`src/rtl/mem_arbiter.sv`:
```
// ---------------------------------------------------------------------------
// mem_arbiter
//
// Two-port round-robin arbiter and sequencer in front of the single-port
// 8x26 data memory. Port 0 (CPU core) and port 1 (loader/debug host) each
// issue one read or write at a time over a req/ack handshake. Accesses are
// serialised, the memory's in/addr/we are driven from latched command
// registers, and read data is returned on the winning port.
//
// Ports
//   clk          clock, all state updates on posedge
//   rst          asynchronous, active-high reset
//   p0_req       port 0 request; command fields held stable until p0_ack
//   p0_we        port 0 write (1) / read (0)
//   p0_addr      port 0 word address (AW bits)
//   p0_wdata     port 0 write data
//   p0_ack       port 0 one-cycle completion pulse
//   p0_rdata     port 0 read data, valid with p0_ack, held until next read ack
//   p1_*         same set for port 1
//   mem_in       memory data input
//   mem_addr     memory address, AW-bit address zero-extended to DW bits
//   mem_we       memory write enable, only ever high during ACCESS
//   mem_out      memory combinational read data for mem_addr
//   busy         high whenever the sequencer is not IDLE
//
// States
//   state    | meaning
//   ---------+-------------------------------------------------------------
//   S_IDLE   | waiting for a request; arbitrates and latches the winner
//   S_ACCESS | memory driven with latched command; write/read at cycle end
//   S_RESP   | winner's ack pulsed; back to IDLE
// ---------------------------------------------------------------------------
module mem_arbiter #(
    parameter int DW = 26,
    parameter int AW = 3
) (
    input  logic          clk,
    input  logic          rst,

    input  logic          p0_req,
    input  logic          p0_we,
    input  logic [AW-1:0] p0_addr,
    input  logic [DW-1:0] p0_wdata,
    output logic          p0_ack,
    output logic [DW-1:0] p0_rdata,

    input  logic          p1_req,
    input  logic          p1_we,
    input  logic [AW-1:0] p1_addr,
    input  logic [DW-1:0] p1_wdata,
    output logic          p1_ack,
    output logic [DW-1:0] p1_rdata,

    output logic [DW-1:0] mem_in,
    output logic [DW-1:0] mem_addr,
    output logic          mem_we,
    input  logic [DW-1:0] mem_out,

    output logic          busy
);

    typedef enum logic [1:0] {
        S_IDLE   = 2'd0,
        S_ACCESS = 2'd1,
        S_RESP   = 2'd2
    } state_t;

    state_t state;
    state_t state_nxt;

    // rr_last holds the id of the most recent winner; on contention the
    // other port is granted. Reset value 1 lets port 0 win first contention.
    logic          rr_last;

    logic          cmd_port;
    logic          cmd_we;
    logic [AW-1:0] cmd_addr;
    logic [DW-1:0] cmd_wdata;

    logic          grant_valid;
    logic          grant_port;
    logic          grant_we;
    logic [AW-1:0] grant_addr;
    logic [DW-1:0] grant_wdata;

    // -----------------------------------------------------------------------
    // Arbitration: a lone requester always wins; under contention the port
    // that did not win last time is chosen.
    // -----------------------------------------------------------------------
    always_comb begin
        grant_valid = p0_req | p1_req;
        grant_port  = 1'b0;
        if (p0_req && p1_req) begin
            grant_port = ~rr_last;
        end else if (p1_req) begin
            grant_port = 1'b1;
        end

        if (grant_port) begin
            grant_we    = p1_we;
            grant_addr  = p1_addr;
            grant_wdata = p1_wdata;
        end else begin
            grant_we    = p0_we;
            grant_addr  = p0_addr;
            grant_wdata = p0_wdata;
        end
    end

    // -----------------------------------------------------------------------
    // State register
    // -----------------------------------------------------------------------
    always_ff @(posedge clk or posedge rst) begin
        if (rst) begin
            state <= S_IDLE;
        end else begin
            state <= state_nxt;
        end
    end

    // -----------------------------------------------------------------------
    // Next state and state-decoded outputs. mem_we and the acks decode the
    // state directly so an asynchronous reset removes them immediately,
    // which is what aborts a write caught mid-ACCESS.
    // -----------------------------------------------------------------------
    always_comb begin
        state_nxt = state;
        mem_we    = 1'b0;
        p0_ack    = 1'b0;
        p1_ack    = 1'b0;
        busy      = 1'b1;

        case (state)
            S_IDLE: begin
                busy = 1'b0;
                if (grant_valid) begin
                    state_nxt = S_ACCESS;
                end
            end
            S_ACCESS: begin
                mem_we    = cmd_we;
                state_nxt = S_RESP;
            end
            S_RESP: begin
                p0_ack    = ~cmd_port;
                p1_ack    = cmd_port;
                state_nxt = S_IDLE;
            end
            default: begin
                busy      = 1'b0;
                state_nxt = S_IDLE;
            end
        endcase
    end

    // Address and data come straight from the command registers so they
    // stay at the last latched values outside ACCESS instead of following
    // whatever the requesters are driving.
    assign mem_addr = {{(DW-AW){1'b0}}, cmd_addr};
    assign mem_in   = cmd_wdata;

    // -----------------------------------------------------------------------
    // Command latch and round-robin pointer
    // -----------------------------------------------------------------------
    always_ff @(posedge clk or posedge rst) begin
        if (rst) begin
            rr_last   <= 1'b1;
            cmd_port  <= 1'b0;
            cmd_we    <= 1'b0;
            cmd_addr  <= '0;
            cmd_wdata <= '0;
        end else if (state == S_IDLE && grant_valid) begin
            rr_last   <= grant_port;
            cmd_port  <= grant_port;
            cmd_we    <= grant_we;
            cmd_addr  <= grant_addr;
            cmd_wdata <= grant_wdata;
        end
    end

    // -----------------------------------------------------------------------
    // Read data return: captured at the edge closing ACCESS into the
    // winner's register only; writes leave both registers untouched.
    // -----------------------------------------------------------------------
    always_ff @(posedge clk or posedge rst) begin
        if (rst) begin
            p0_rdata <= '0;
            p1_rdata <= '0;
        end else if (state == S_ACCESS && !cmd_we) begin
            if (cmd_port) begin
                p1_rdata <= mem_out;
            end else begin
                p0_rdata <= mem_out;
            end
        end
    end

endmodule
```
`config.mk`:
```
export PLATFORM = sky130hd
export DESIGN_NAME = mem_arbiter
export DESIGN_NICKNAME = d
export VERILOG_FILES = /design/src/rtl/mem_arbiter.sv
export SDC_FILE = /design/constraint.sdc
export NUM_CORES = 1
export LEC_CHECK = 0
export CORE_ASPECT_RATIO = 1.2
export CORE_UTILIZATION = 39
export CTS_CLUSTER_SIZE = 14
export DETAILED_ROUTE_END_ITERATION = 12
export PLACE_DENSITY = 0.8
export SLEW_MARGIN = 20
export SYNTH_ARGS = -nofsm -noshare
export SYNTH_HDL_FRONTEND = slang
export SYNTH_SLANG_ARGS = --single-unit
```
`constraint.sdc`:
```
create_clock -name clk -period 3.31 [get_ports clk]
set_input_delay 0.662 -clock clk [delete_from_list [all_inputs] [get_ports clk]]
set_output_delay 0.662 -clock clk [all_outputs]
set_load 0.01 [all_outputs]
```
==> key figures, run 1 <==
Die
  – Die span in x: 91.29 um
  – Core Area: 9176 sq um
  – I/O Pins: 198
  – Die footprint: 9964 sq um
  – Chip height: 109.1 um
  – Starting density of the core: 0.4066
  – Rows: 38

STA
  – Final Hold Vio Count: 0
  – Max Freq: 411.2 MHz
  – Slew @ Worst Pin: 0.7514 ns
  – Final setup viols: 0
  – Slew HR: 0.4964
  – RSZ-0062 raised after global routing: false
  – Setup TNS: 0 ns
  – Final worst-path setup slack: 0.8779 ns
  – Skew final: 0.004168 ns
  – Max Slew Vio Count: 0
  – Final min period: 2.432 ns
  – Final Cycle Share: 0.7348
  – Hold_ws: 0.4902 ns

Synth
  – Synth Area per Inst: 11.62 sq um
  – FF+latch count, synth: 86
  – Total of warnings raised by yosys: 0
  – Register area share after synthesis: 0.5771
  – Mapped Area: 3731 sq um
  – Yosys cell types: 27
  – Gate Count Post-Synth: 321

Routing
  – # DRC: 0
  – DR pass1 iterations: 5
  – Vias/cell: 4.782
  – Routed wire per std cell: 15.22 um
  – Initial DRC count: 102
  – Vias: 2,960
  – Post-DRT Antenna Nets: 0
  – Total Routed Length: 9423 um

Clock network
  – CTS resizes: 0
  – Hold-fix buffers, CTS: 0
  – Later-pin clock latency in the skew report: 0.34 ns
  – CTS tree: built
  – # Post-CTS Setup Buffers: 0
  – Clock-pin slew on the worst setup and hold paths: 0.08 ns
  – CTS Buf Count: 9
  – H-tree depth: 3
  – Clk buf depth: 2
  – # clock sinks: 86
  – Root buf cell: clkbuf_8

Pwr
  – Final Power: 0.005242 W
  – Max IR drop VDD: 0.3470 mV
  – Leak pwr: 2.434 nW
  – PwrDens: 918.7 nW/um^2

GRT
  – Largest net degree at the start of global routing: 51
  – GR Util met2: 0.3523
  – Initial antenna violation count: 0
  – Global-route wire length before repair: 14,850 um
  – Global route hottest layer: met2
  – Grt met3 use: 0.03556
  – Vias in the first global route: 3,024
  – Grt ovf: 0
  – GRT Overall Usage: 0.1937
  – Grt met1 use: 0.2214

Layout
  – # nets final: 588
  – Antenna cells: 0
  – Area of the multi-input gates: 1383 sq um
  – Layout cell share with drive strength beyond 1: 0.1483
  – Most frequent cells in the layout: clkdlybuf4s50_1 (174), dfrtp_1 (85), a21oi_1 (61)
  – Fillcell total: 739
  – Leading cell type in the layout, fill and taps excluded: clkdlybuf4s50_1
  – Area Overhead vs Synth: 52.92%
  – Final core utilization: 0.6218
  – Register area: 2153 sq um

Run status
  – Run status: completed

Worst setup path
  – Crit end category: output port
  – Crit path kind: register to output port
  – Critical Path Fanout Max: 3
  – CP required: 2.65 ns
  – Worst Setup Start Kind: register
  – Worst EP arrival: 1.77 ns

Placement
  – Post-DP HPWL: 6886 um
  – Pre-CTS WS: 0.7919 ns
  – IO Port Bufs: 174
  – RePlAce Congestion: 0.7289

Job
  – Maxcap violations: 0

Hold path
  – Min-Delay Path Class: register to register
## state kept, by name (all words and copies together), names as in the netlist
name      count
mem_in       26
p0_rdata     26
p1_rdata     26
cmd_addr      3
state         2
cmd_port      1
cmd_we        1
rr_last       1
## per-stage QoR
stage                     instances  area, sq um
final                           619         5705
after global routing            619         5705
after CTS                       619         5705
after detailed placement        603         5490
after global placement          603         5490
after floorplan                 343         3814
## Yosys cell counts
| cell type | instances | area (sq um) |
|---|---|---|
| a31oi_1 | 1 | 6.260 |
| buf_6 | 2 | 22.52 |
| and2b_1 | 1 | 7.510 |
| ha_1 | 4 | 50.05 |
| a21oi_1 | 61 | 305.3 |
| a21bo_2 | 1 | 10.01 |
| mux2_2 | 47 | 529.3 |
| dfrtp_1 | 85 | 2127 |
| dfstp_2 | 1 | 26.28 |
| and2_2 | 1 | 7.510 |
| conb_1 | 1 | 3.750 |
| nor3b_4 | 1 | 18.77 |
| a22o_1 | 1 | 8.760 |
| o21ai_1 | 1 | 5.000 |
| mux2_1 | 6 | 67.56 |
| and2_1 | 1 | 6.260 |
| buf_4 | 23 | 172.7 |
| buf_2 | 5 | 25.02 |
| nand2_1 | 31 | 116.4 |
| nand3b_2 | 1 | 11.26 |
| a21boi_1 | 1 | 7.510 |
| clkbuf_1 | 7 | 26.28 |
| clkbuf_8 | 2 | 27.53 |
| a21boi_0 | 1 | 7.510 |
| inv_1 | 3 | 11.26 |
| nor2_1 | 31 | 116.4 |
| o21a_1 | 1 | 7.510 |
## area by class of cell
cell class              count  area share
well taps                 120     0.02632
repair buffers            179      0.3140
multi-input cells         215      0.2423
clock inverters             4     0.01228
flip-flops and latches     86      0.3774
inverters                   3    0.002193
clock buffers              12     0.02544
## final timing paths
kind,endpoint,from,slack (ns),depth (start not counted)
setup / recovery,mem_we,state[1]$_DFFE_PP0P_,0.88,4
max in group asynchronous,p1_rdata[23]$_DFFE_PP0P_,rst,1.91,3
hold reg to reg,p0_rdata[12]$_DFFE_PP0P_,p0_rdata[12]$_DFFE_PP0P_,0.49,1
setup reg to reg,p1_rdata[17]$_DFFE_PP0P_,state[1]$_DFFE_PP0P_,1.37,4
hold / removal,p0_rdata[12]$_DFFE_PP0P_,p0_rdata[12]$_DFFE_PP0P_,0.49,1
min in group asynchronous,mem_in[20]$_DFFE_PP0P_,rst,0.71,2
## power breakdown
part	switching [W]	internal [W]	total, W
combinational	0.00106	0.00149	0.00256
sequential	0.000294	0.00159	0.00189
clock	0.000351	0.000444	0.000795
## layer usage
layer	vias up	share of wire
met5	-	0
met4	0	0.021
met3	14	0.063
met2	143	0.52
met1	1413	0.40
li1	1390	-
## cells by family after synthesis
group,share of synthesized area
AO/OA/AOI/OAI,0.09591
adder cells (fa/ha/maj),0.01341
buffers and inverters,0.07646
flip-flops,0.5771
multiplexers,0.1600
other,0.001005
AND/OR/NAND/NOR,0.07613
## worst max-delay path, cell delays in order, from the launching register on
cell             delay [ns]
dfrtp_1                0.40
inv_1                  0.12
ha_1                   0.21
and2_2                 0.15
clkdlybuf4s50_1        0.54
No activity file was read; power rests on OpenSTA's default activity.
==> run 2, diff against run 1 <==
CORE_UTILIZATION = 36   (was 39)
PLACE_DENSITY = 0.77   (was 0.8)
clock period = 2.2 ns   (was 3.31 ns; I/O delays follow)
==> key figures, run 2 (synthesis gave the netlist of run 1 again) <==
Layout
  – Leading cell type in the layout, fill and taps excluded: clkdlybuf4s50_1
  – Most frequent cells in the layout: clkdlybuf4s50_1 (171), dfrtp_1 (85), a21oi_1 (61)
  – # nets final: 592
  – Antenna cells: 0
  – Layout cell share with drive strength beyond 1: 0.1590
  – Final instance area: 5916 sq um
  – Area Overhead vs Synth: 58.55%
  – Fillcell total: 831
  – Area of the multi-input gates: 1385 sq um
  – Register area: 2153 sq um

Worst setup path
  – CP required: 1.76 ns
  – Worst Setup Start Kind: register
  – Crit path kind: register to output port
  – Critical Path Fanout Max: 3
  – Worst EP arrival: 1.63 ns
  – Crit end category: output port

Placement
  – Post-DP HPWL: 6900 um
  – IO Port Bufs: 174
  – RePlAce Congestion: 0.7321
  – Placed cell area: 5580 sq um

GRT
  – Largest net degree at the start of global routing: 87
  – Initial antenna violation count: 0
  – Global-route wire length before repair: 14,560 um
  – Grt ovf: 0
  – GRT Overall Usage: 0.1775
  – Vias in the first global route: 3,040

Routing
  – Vias/cell: 4.704
  – DR pass1 iterations: 4
  – Vias: 2,959
  – Initial DRC count: 89
  – # DRC: 0
  – Total Routed Length: 9245 um
  – Routed wire per std cell: 14.70 um
  – Post-DRT Antenna Nets: 0

Clock network
  – Clock-pin slew on the worst setup and hold paths: 0.06 ns
  – Later-pin clock latency in the skew report: 0.33 ns
  – CTS Buf Count: 9
  – H-tree depth: 3
  – Root buf cell: clkbuf_16
  – Clk buf depth: 2
  – CTS tree: built
  – # Post-CTS Setup Buffers: 0
  – CTS resizes: 0
  – Hold-fix buffers, CTS: 0
  – # clock sinks: 86

STA
  – Setup TNS: 0 ns
  – Final min period: 2.067 ns
  – RSZ-0062 raised after global routing: false
  – Max Freq: 483.9 MHz
  – Final Cycle Share: 0.9394
  – Max Slew Vio Count: 0
  – Final Hold Vio Count: 0
  – Skew final: 0.004214 ns
  – Final setup viols: 0

Die
  – Starting density of the core: 0.3709
  – Chip height: 113.5 um
  – Core Area: 10,060 sq um
  – Rows: 40
  – I/O Pins: 198
  – Die span in x: 94.94 um
  – Die footprint: 10,780 sq um

Pwr
  – Max IR drop VDD: 0.6091 mV
  – PwrDens: 1418 nW/um^2
  – Leak pwr: 2.565 nW

Job
  – Maxcap violations: 0

Hold path
  – Min-Delay Path Class: register to register

Run status
  – Run status: completed
==> run 2: cell types whose count changed in the layout (fill, tap and decap cells not counted), sizes merged <==
cell,delta
clkinvlp,+1
clkdlybuf4s50,-3
buf,+4
dlymetal6s2s,+3
clkbuf,-1
==> run 2: path summary, 6_finish.rpt <==
kind | start | to | slack (ns) | cells past startpoint
worst max-delay path | state[0]$_DFFE_PP0P_ | busy | 0.13 | 3
worst min-delay path | p0_rdata[5]$_DFFE_PP0P_ | p0_rdata[5]$_DFFE_PP0P_ | 0.48 | 1
worst max register to register | state[1]$_DFFE_PP0P_ | p0_rdata[10]$_DFFE_PP0P_ | 0.37 | 5
worst min register to register | p0_rdata[5]$_DFFE_PP0P_ | p0_rdata[5]$_DFFE_PP0P_ | 0.48 | 1
max in group asynchronous | rst | rr_last$_DFFE_PP1P_ | 1.23 | 3
min in group asynchronous | rst | p1_rdata[2]$_DFFE_PP0P_ | 0.58 | 3
==> run 2: cell type report <==
cell class,instances,share of cell area
Tap cell,126,0.02665
Inverter,3,0.002538
Sequential cell,86,0.3640
Clock buffer,11,0.04103
Multi-Input combinational cell,215,0.2341
Clock inverter,5,0.01396
Timing Repair Buffer,183,0.3177
==> run 2: routing by layer <==
metal | vias to the layer above | track usage | routed length [um]
met5 | - | 0 | 0
met4 | 0 | 0.06061 | 119
met3 | 10 | 0.05933 | 800
met2 | 134 | 0.3146 | 4680
met1 | 1416 | 0.1962 | 3644
li1 | 1399 | - | -
==> run 2: metrics by stage <==
step           utilization  cells  power (W)  worst slack [ns]  hold WS [ns]
6_report            0.5881    629   0.008390            0.1334        0.4838
5_1_grt             0.5881    629   0.008936           0.06501        0.5129
4_1_cts             0.5871    629   0.008511          0.008374        0.4897
2_1_floorplan            -    343   0.004646            0.5546        0.5029
3_3_place_gp        0.5547    613   0.006701            0.3918        0.4690
3_5_place_dp        0.5547    613   0.006857            0.2964        0.4760
==> run 2: power breakdown <==
| group | total, W | internal (W) | switching (W) |
|---|---|---|---|
| registers | 0.00284 | 0.00240 | 0.000435 |
| logic | 0.00393 | 0.00232 | 0.00161 |
| clock network | 0.00163 | 0.00103 | 0.000599 |
| total | 0.00839 | 0.00575 | 0.00264 |
==> run 2: worst max-delay path, stage by stage (launching register included) <==
cell	delay, ns
dfrtp_1	0.38
inv_1	0.09
ha_1	0.28
clkdlybuf4s50_1	0.55
